==> src/rtl/inference_scheduler.sv <==
// ============================================================================
// inference_scheduler
//
// Runs one LeNet inference for each image that arrives. After the image
// loader pulses image_loaded, the scheduler starts each layer engine in turn
// (conv1, pool1, conv2, pool2, fc1, fc2/argmax). Each engine gets a one-hot
// start pulse and returns a one-cycle done pulse. The argmax digit from the
// last engine is captured and sent to the UART transmitter as one ASCII byte.
// A per-layer watchdog aborts a stuck layer. Images that arrive while a run
// is in progress are dropped and flagged. The length of each run is measured.
//
// Ports
//   clk             system clock
//   rst             synchronous, active-high reset
//   weights_loaded  level: weight RAMs hold valid data
//   image_loaded    one-cycle pulse: image RAM holds a complete image
//   layer_start     one-hot, one-cycle start pulse to layer engine i
//   layer_done      one-cycle done pulse from layer engine i
//   digit_in        argmax result, valid together with the last done bit
//   tx_busy         UART transmitter busy
//   tx_start        one-cycle send strobe
//   tx_data         byte to send, stable from tx_start to the next tx_start
//   busy            high whenever the scheduler is not idle
//   result_digit    last captured digit
//   result_valid    one-cycle pulse when result_digit updates
//   error           sticky: watchdog timeout or out-of-range digit
//   overrun         sticky: image arrived while busy
//   cycle_count     cycles from leaving IDLE to digit capture, last run
// ============================================================================
module inference_scheduler #(
    parameter int NUM_LAYERS     = 6,
    parameter int TIMEOUT_CYCLES = 2000000,
    parameter int TMR_W          = 24
) (
    input  logic                  clk,
    input  logic                  rst,
    input  logic                  weights_loaded,
    input  logic                  image_loaded,
    output logic [NUM_LAYERS-1:0] layer_start,
    input  logic [NUM_LAYERS-1:0] layer_done,
    input  logic [3:0]            digit_in,
    input  logic                  tx_busy,
    output logic                  tx_start,
    output logic [7:0]            tx_data,
    output logic                  busy,
    output logic [3:0]            result_digit,
    output logic                  result_valid,
    output logic                  error,
    output logic                  overrun,
    output logic [31:0]           cycle_count
);

    localparam int IDX_W = (NUM_LAYERS > 1) ? $clog2(NUM_LAYERS) : 1;
    localparam logic [IDX_W-1:0] LAST_IDX = IDX_W'(NUM_LAYERS - 1);
    localparam logic [TMR_W-1:0] TMO_LAST = TMR_W'(TIMEOUT_CYCLES - 1);
    localparam logic [7:0]       ERR_BYTE = 8'h45;   // ASCII 'E'

    typedef enum logic [2:0] {
        S_IDLE,
        S_START,
        S_WAIT,
        S_TX,
        S_ABORT
    } state_t;

    state_t           state_q;
    logic [IDX_W-1:0] idx_q;
    logic [TMR_W-1:0] timer_q;
    logic [31:0]      cycle_count_q;
    logic [3:0]       result_digit_q;
    logic             result_valid_q;
    logic             error_q;
    logic             overrun_q;
    logic [7:0]       tx_byte_q;     // byte queued for the next send
    logic [7:0]       tx_data_q;     // byte of the most recent send

    logic [31:0]      cycle_count_d;
    logic             done_cur;
    logic             tx_fire;

    // Cycle counter that sticks at all-ones and never wraps.
    function automatic logic [31:0] sat_inc32(input logic [31:0] v);
        return (v == 32'hFFFF_FFFF) ? v : v + 32'd1;
    endfunction

    // ASCII digit for 0..9. Any other value becomes 'E'.
    function automatic logic [7:0] digit_byte(input logic [3:0] d);
        return (d > 4'd9) ? ERR_BYTE : 8'h30 + {4'h0, d};
    endfunction

    assign cycle_count_d = sat_inc32(cycle_count_q);

    // Only the engine currently being waited on can finish the layer.
    // Done bits from any other engine are ignored.
    assign done_cur = layer_done[idx_q];

    // The byte goes out in the first TX cycle in which the transmitter is
    // free. If the weights are lost in that same cycle, the abort wins.
    assign tx_fire = (state_q == S_TX) && !tx_busy && weights_loaded;

    // These strobes are gated with rst so that no pulse leaves the block
    // during the reset cycle, whatever state the FSM was in.
    assign tx_start = tx_fire && !rst;

    always_comb begin
        layer_start = '0;
        if (state_q == S_START && weights_loaded && !rst) begin
            layer_start[idx_q] = 1'b1;
        end
    end

    // tx_data shows the new byte in the strobe cycle itself, then holds it.
    assign tx_data      = tx_start ? tx_byte_q : tx_data_q;
    assign busy         = (state_q != S_IDLE);
    assign result_digit = result_digit_q;
    assign result_valid = result_valid_q;
    assign error        = error_q;
    assign overrun      = overrun_q;
    assign cycle_count  = cycle_count_q;

    always_ff @(posedge clk) begin
        if (rst) begin
            state_q        <= S_IDLE;
            idx_q          <= '0;
            timer_q        <= '0;
            cycle_count_q  <= '0;
            result_digit_q <= '0;
            result_valid_q <= 1'b0;
            error_q        <= 1'b0;
            overrun_q      <= 1'b0;
            tx_byte_q      <= '0;
            tx_data_q      <= '0;
        end else begin
            result_valid_q <= 1'b0;

            // A new image during a run is dropped. The run carries on.
            if (image_loaded && state_q != S_IDLE) begin
                overrun_q <= 1'b1;
            end

            case (state_q)
                S_IDLE: begin
                    if (image_loaded && weights_loaded) begin
                        idx_q         <= '0;
                        cycle_count_q <= '0;
                        state_q       <= S_START;
                    end
                end

                S_START: begin
                    if (!weights_loaded) begin
                        state_q <= S_ABORT;
                    end else begin
                        timer_q       <= '0;
                        cycle_count_q <= cycle_count_d;
                        state_q       <= S_WAIT;
                    end
                end

                S_WAIT: begin
                    if (!weights_loaded) begin
                        state_q <= S_ABORT;
                    end else begin
                        timer_q       <= timer_q + TMR_W'(1);
                        cycle_count_q <= cycle_count_d;
                        // A done that lands on the last watchdog cycle
                        // still counts as a completion.
                        if (done_cur) begin
                            if (idx_q == LAST_IDX) begin
                                result_digit_q <= digit_in;
                                result_valid_q <= 1'b1;
                                tx_byte_q      <= digit_byte(digit_in);
                                if (digit_in > 4'd9) begin
                                    error_q <= 1'b1;
                                end
                                state_q <= S_TX;
                            end else begin
                                idx_q   <= idx_q + IDX_W'(1);
                                state_q <= S_START;
                            end
                        end else if (timer_q == TMO_LAST) begin
                            error_q   <= 1'b1;
                            tx_byte_q <= ERR_BYTE;
                            state_q   <= S_TX;
                        end
                    end
                end

                S_TX: begin
                    if (!weights_loaded) begin
                        state_q <= S_ABORT;
                    end else if (tx_fire) begin
                        tx_data_q <= tx_byte_q;
                        state_q   <= S_IDLE;
                    end
                end

                S_ABORT: begin
                    state_q <= S_IDLE;
                end

                default: begin
                    state_q <= S_IDLE;
                end
            endcase
        end
    end

endmodule

==> config.mk <==
export PLATFORM = sky130hd
export DESIGN_NAME = inference_scheduler
export DESIGN_NICKNAME = d
export VERILOG_FILES = /design/src/rtl/inference_scheduler.sv
export SDC_FILE = /design/constraint.sdc
export NUM_CORES = 1
export LEC_CHECK = 0
export CORE_MARGIN = 10
export CORE_UTILIZATION = 40
export CTS_CLUSTER_DIAMETER = 40
export DETAILED_ROUTE_END_ITERATION = 6
export GPL_ROUTABILITY_DRIVEN = 0
export PLACE_DENSITY_LB_ADDON = 0.3
export SLEW_MARGIN = 20
export SYNTH_ARGS = -nofsm -noshare
export SYNTH_HDL_FRONTEND = slang
export SYNTH_SLANG_ARGS = --single-unit
==> constraint.sdc <==
create_clock -name clk -period 3.05 [get_ports clk]
set_clock_uncertainty 0.1 [all_clocks]
set_input_delay 0.915 -clock clk [delete_from_list [all_inputs] [get_ports clk]]
set_output_delay 0.915 -clock clk [all_outputs]
set_load 0.02 [all_outputs]
==> metrics <==
status finished, final reports clean; critical path peak fanout 7; Vias/cell 5.68; Worst EP arrival 1.99 ns; Rel. slew slack 0.564; Logic pwr share 0.081; CTS tree built; Psw 557 µW; synth unique cells 73; top achievable clock speed 333 MHz; multiplexer share of the synthesized area 0.0929; count leader, synth dfxtp_1; worst hold endpoint overrun$_SDFFE_PP0P_; WP data required 2.03 ns; Placed Cells 749; initial antenna violation count 0; vias 4,343; P_int 1950 µW; Starting Density 0.412; VDD IR max 0.249 mV; Core ar. 0.0109 mm²; Synth warnings 0; hold path start overrun$_SDFFE_PP0P_; Root Driver clkbuf_16; final hold vios 0; die area 0.0159 mm²; Final setup violation count 0; total CTS buffers 9; Post-synth EDFFs 0; syn_area_per_cell 8.51 µm²; WL/cell 16.0 µm; Async SR Flop Fraction 0; Synthesized Nets 549; n_diodes 0; Pins Over Slew Limit 0; dpl hpwl 8880 µm; Yosys top cell area share 0.360; Synth Flop Type dfxtp_1; DP Worst Slack -0.850 ns; CTS clock-pin slew for the worst setup and hold paths 0.06 ns; post-route ant nets 0; post-CTS setup buffer count 0; Fin Hold WS 0.371 ns; Seq/Total Area, Yosys 0.360; total clock sinks 81; Post-DP Area 0.00557 mm²; # DRC 0; Power Dens Cells 421 mW/mm²; Worst setup SP type input pin; Seq pwr share 0.426; final instance area 0.00594 mm²; hold buffers post-CTS 0; number of port buffers 68; leading area contributor after synthesis dfxtp_1; Initial DRC Count 244; hold depth 2; Final Total Pwr 2500 µW; worst reg2reg path depth 5; I/O pin cnt 70; LEAKAGE 0.00208 µW; Layout Cells excl Fill 764; clock share of power 0.493; Compound-Gate Fraction of Synth Area 0.146; layout cells sized above 1 0.179; Pre-Repair DR Iteration Count 5; gr ovfl total 0; synthesized cell area 0.00451 mm²; vias in the first global route 4,128; Area Growth Syn to Fin 31.7%; crit end category output pin; nets@finish 639; # H-tree levels 3; first-pass GRT wire length 20,300 µm; main combinational cell family by area after synthesis simple AND/OR/NAND/NOR gates; R2R Path End cycle_count[1]$_SDFFE_PP0P_; xor/xnor cell area share of the yosys netlist 0.0175; Setup CP Type input pin to output pin; largest net degree at the start of global routing 43; Total Routing Usage GR 0.150; adder-cell area share of the yosys netlist 0.0111; R2R Setup Slk 0.75 ns; Seq cells post-synth 81; Hold Crit Class flop to flop; Net Sw Frac 0.222; # rows 38; Synth area leaders dfxtp_1 36%, mux2i_1 5.5%, nand2_1 4.4%; Synth top cells by count 81 x dfxtp_1, 53 x nand2_1, 48 x nor2_1, 35 x a21oi_1, 25 x mux2i_1; fin worst setup slack 0.0489 ns; die width 126 µm; Max clock buf depth 2; final wirelength 12,200 µm; post-synthesis simple-gate area fraction 0.331; DIE HEIGHT 126 µm; minimum clock period after layout 3.00 ns; Clock Latency Late Sink 0.34 ns; max cap viols 0; RSZ-0062 raised after global routing false; Worst-Margin Slew 0.651 ns; RR Startpoint cycle_count[20]$_SDFFE_PP0P_; Tcrit/Tclk final 0.984; Cells after Synth 530
==> power by group through the flow <==
stage               Clock (µW)  Combinational (µW)  Sequential [µW]
global placement             0                 198             1090
global route              1300                 220             1070
detailed placement           0                 201             1090
CTS                       1260                 201             1070
finish                    1230                 202             1070
floorplan                    0                 108             1090
==> critical path: stages <==
cell and delay, ns:
buf_2 0.11, nand2b_4 0.06, nor4_4 0.26, buf_6 0.19, mux2_4 0.32, buf_6 0.13
==> layer usage <==
layer | vias to the layer above | GRT usage | routed length [µm]
met2 | 133 | 0.242 | 5580
met5 | - | 0 | 0
li1 | 2157 | - | -
met4 | 0 | 0.0529 | 189
met1 | 2035 | 0.182 | 5550
met3 | 18 | 0.0508 | 865
==> layout by cell type, fill, tap and decap left out, types with 9 or more instances in the layout <==
| cell type | Yosys | layout |
|---|---|---|
| dfxtp_1 | 81 | 81 |
| nand2_1 | 53 | 53 |
| nor4_1 | 11 | 11 |
| o31ai_1 | 9 | 9 |
| nand3_1 | 24 | 24 |
| a21oi_1 | 35 | 35 |
| clkbuf_16 | 0 | 9 |
| or3_1 | 18 | 18 |
| o21ai_0 | 17 | 17 |
| mux2i_1 | 25 | 25 |
| nand4_1 | 21 | 21 |
| buf_4 | 2 | 43 |
| nor3_1 | 9 | 9 |
| nor2_1 | 48 | 47 |
| clkdlybuf4s50_1 | 0 | 51 |
| and3_1 | 10 | 10 |
==> logic make-up after synthesis <==
| logic type | after synthesis |
|---|---|
| xor+xnor | 9 |
| mux | 39 |
| fa+ha+maj | 4 |
| other cells | 1 |
| compound gates | 101 |
| buf+inv | 42 |
| simple gates | 253 |
| flops | 81 |
==> final cells by class <==
type                    instances  area, µm²
fillers                      1030       5000
multi-input cells             407       2760
flip-flops and latches         81       1620
repair buffers                112       1010
clock buffers                  10        229
well taps                     140        175
clock inverters                 5        105
inverters                       9       33.8
==> through the flow <==
stage	TNS, ns	util
floorplan	-0.617	-
finish	0	0.543
detailed placement	-13.22	0.509
global placement	-12.69	0.509
global route	0	0.543
CTS	0	0.543
==> worst max-delay path by stage <==
stage	start	endpoint	slack, ns	cells past startpoint
finish	weights_loaded	tx_data[5]	0.05	6
global route	weights_loaded	tx_data[5]	0.007	6
CTS	rst	tx_data[5]	0.004	5
detailed placement	weights_loaded	layer_start[3]	-0.85	6
global placement	weights_loaded	layer_start[1]	-0.83	6
floorplan	weights_loaded	tx_data[5]	-0.16	5
==> timing repair <==
action                                  in CTS  in global routing
endpoints found under the setup margin      14                 13
endpoints found under the hold margin        0                  0
resized for setup                           74                  5
pin swaps                                    1                  2
==> flip-flops by register name (all words and copies together), names as in the netlist <==
signal	count
timer_q	24
result_digit	4
result_valid	1
cycle_count	32
idx_q	3
overrun	1
error	1
tx_byte_q	6
tx_data_q	6
state_q	3
No activity file was read; power rests on OpenSTA's default activity.
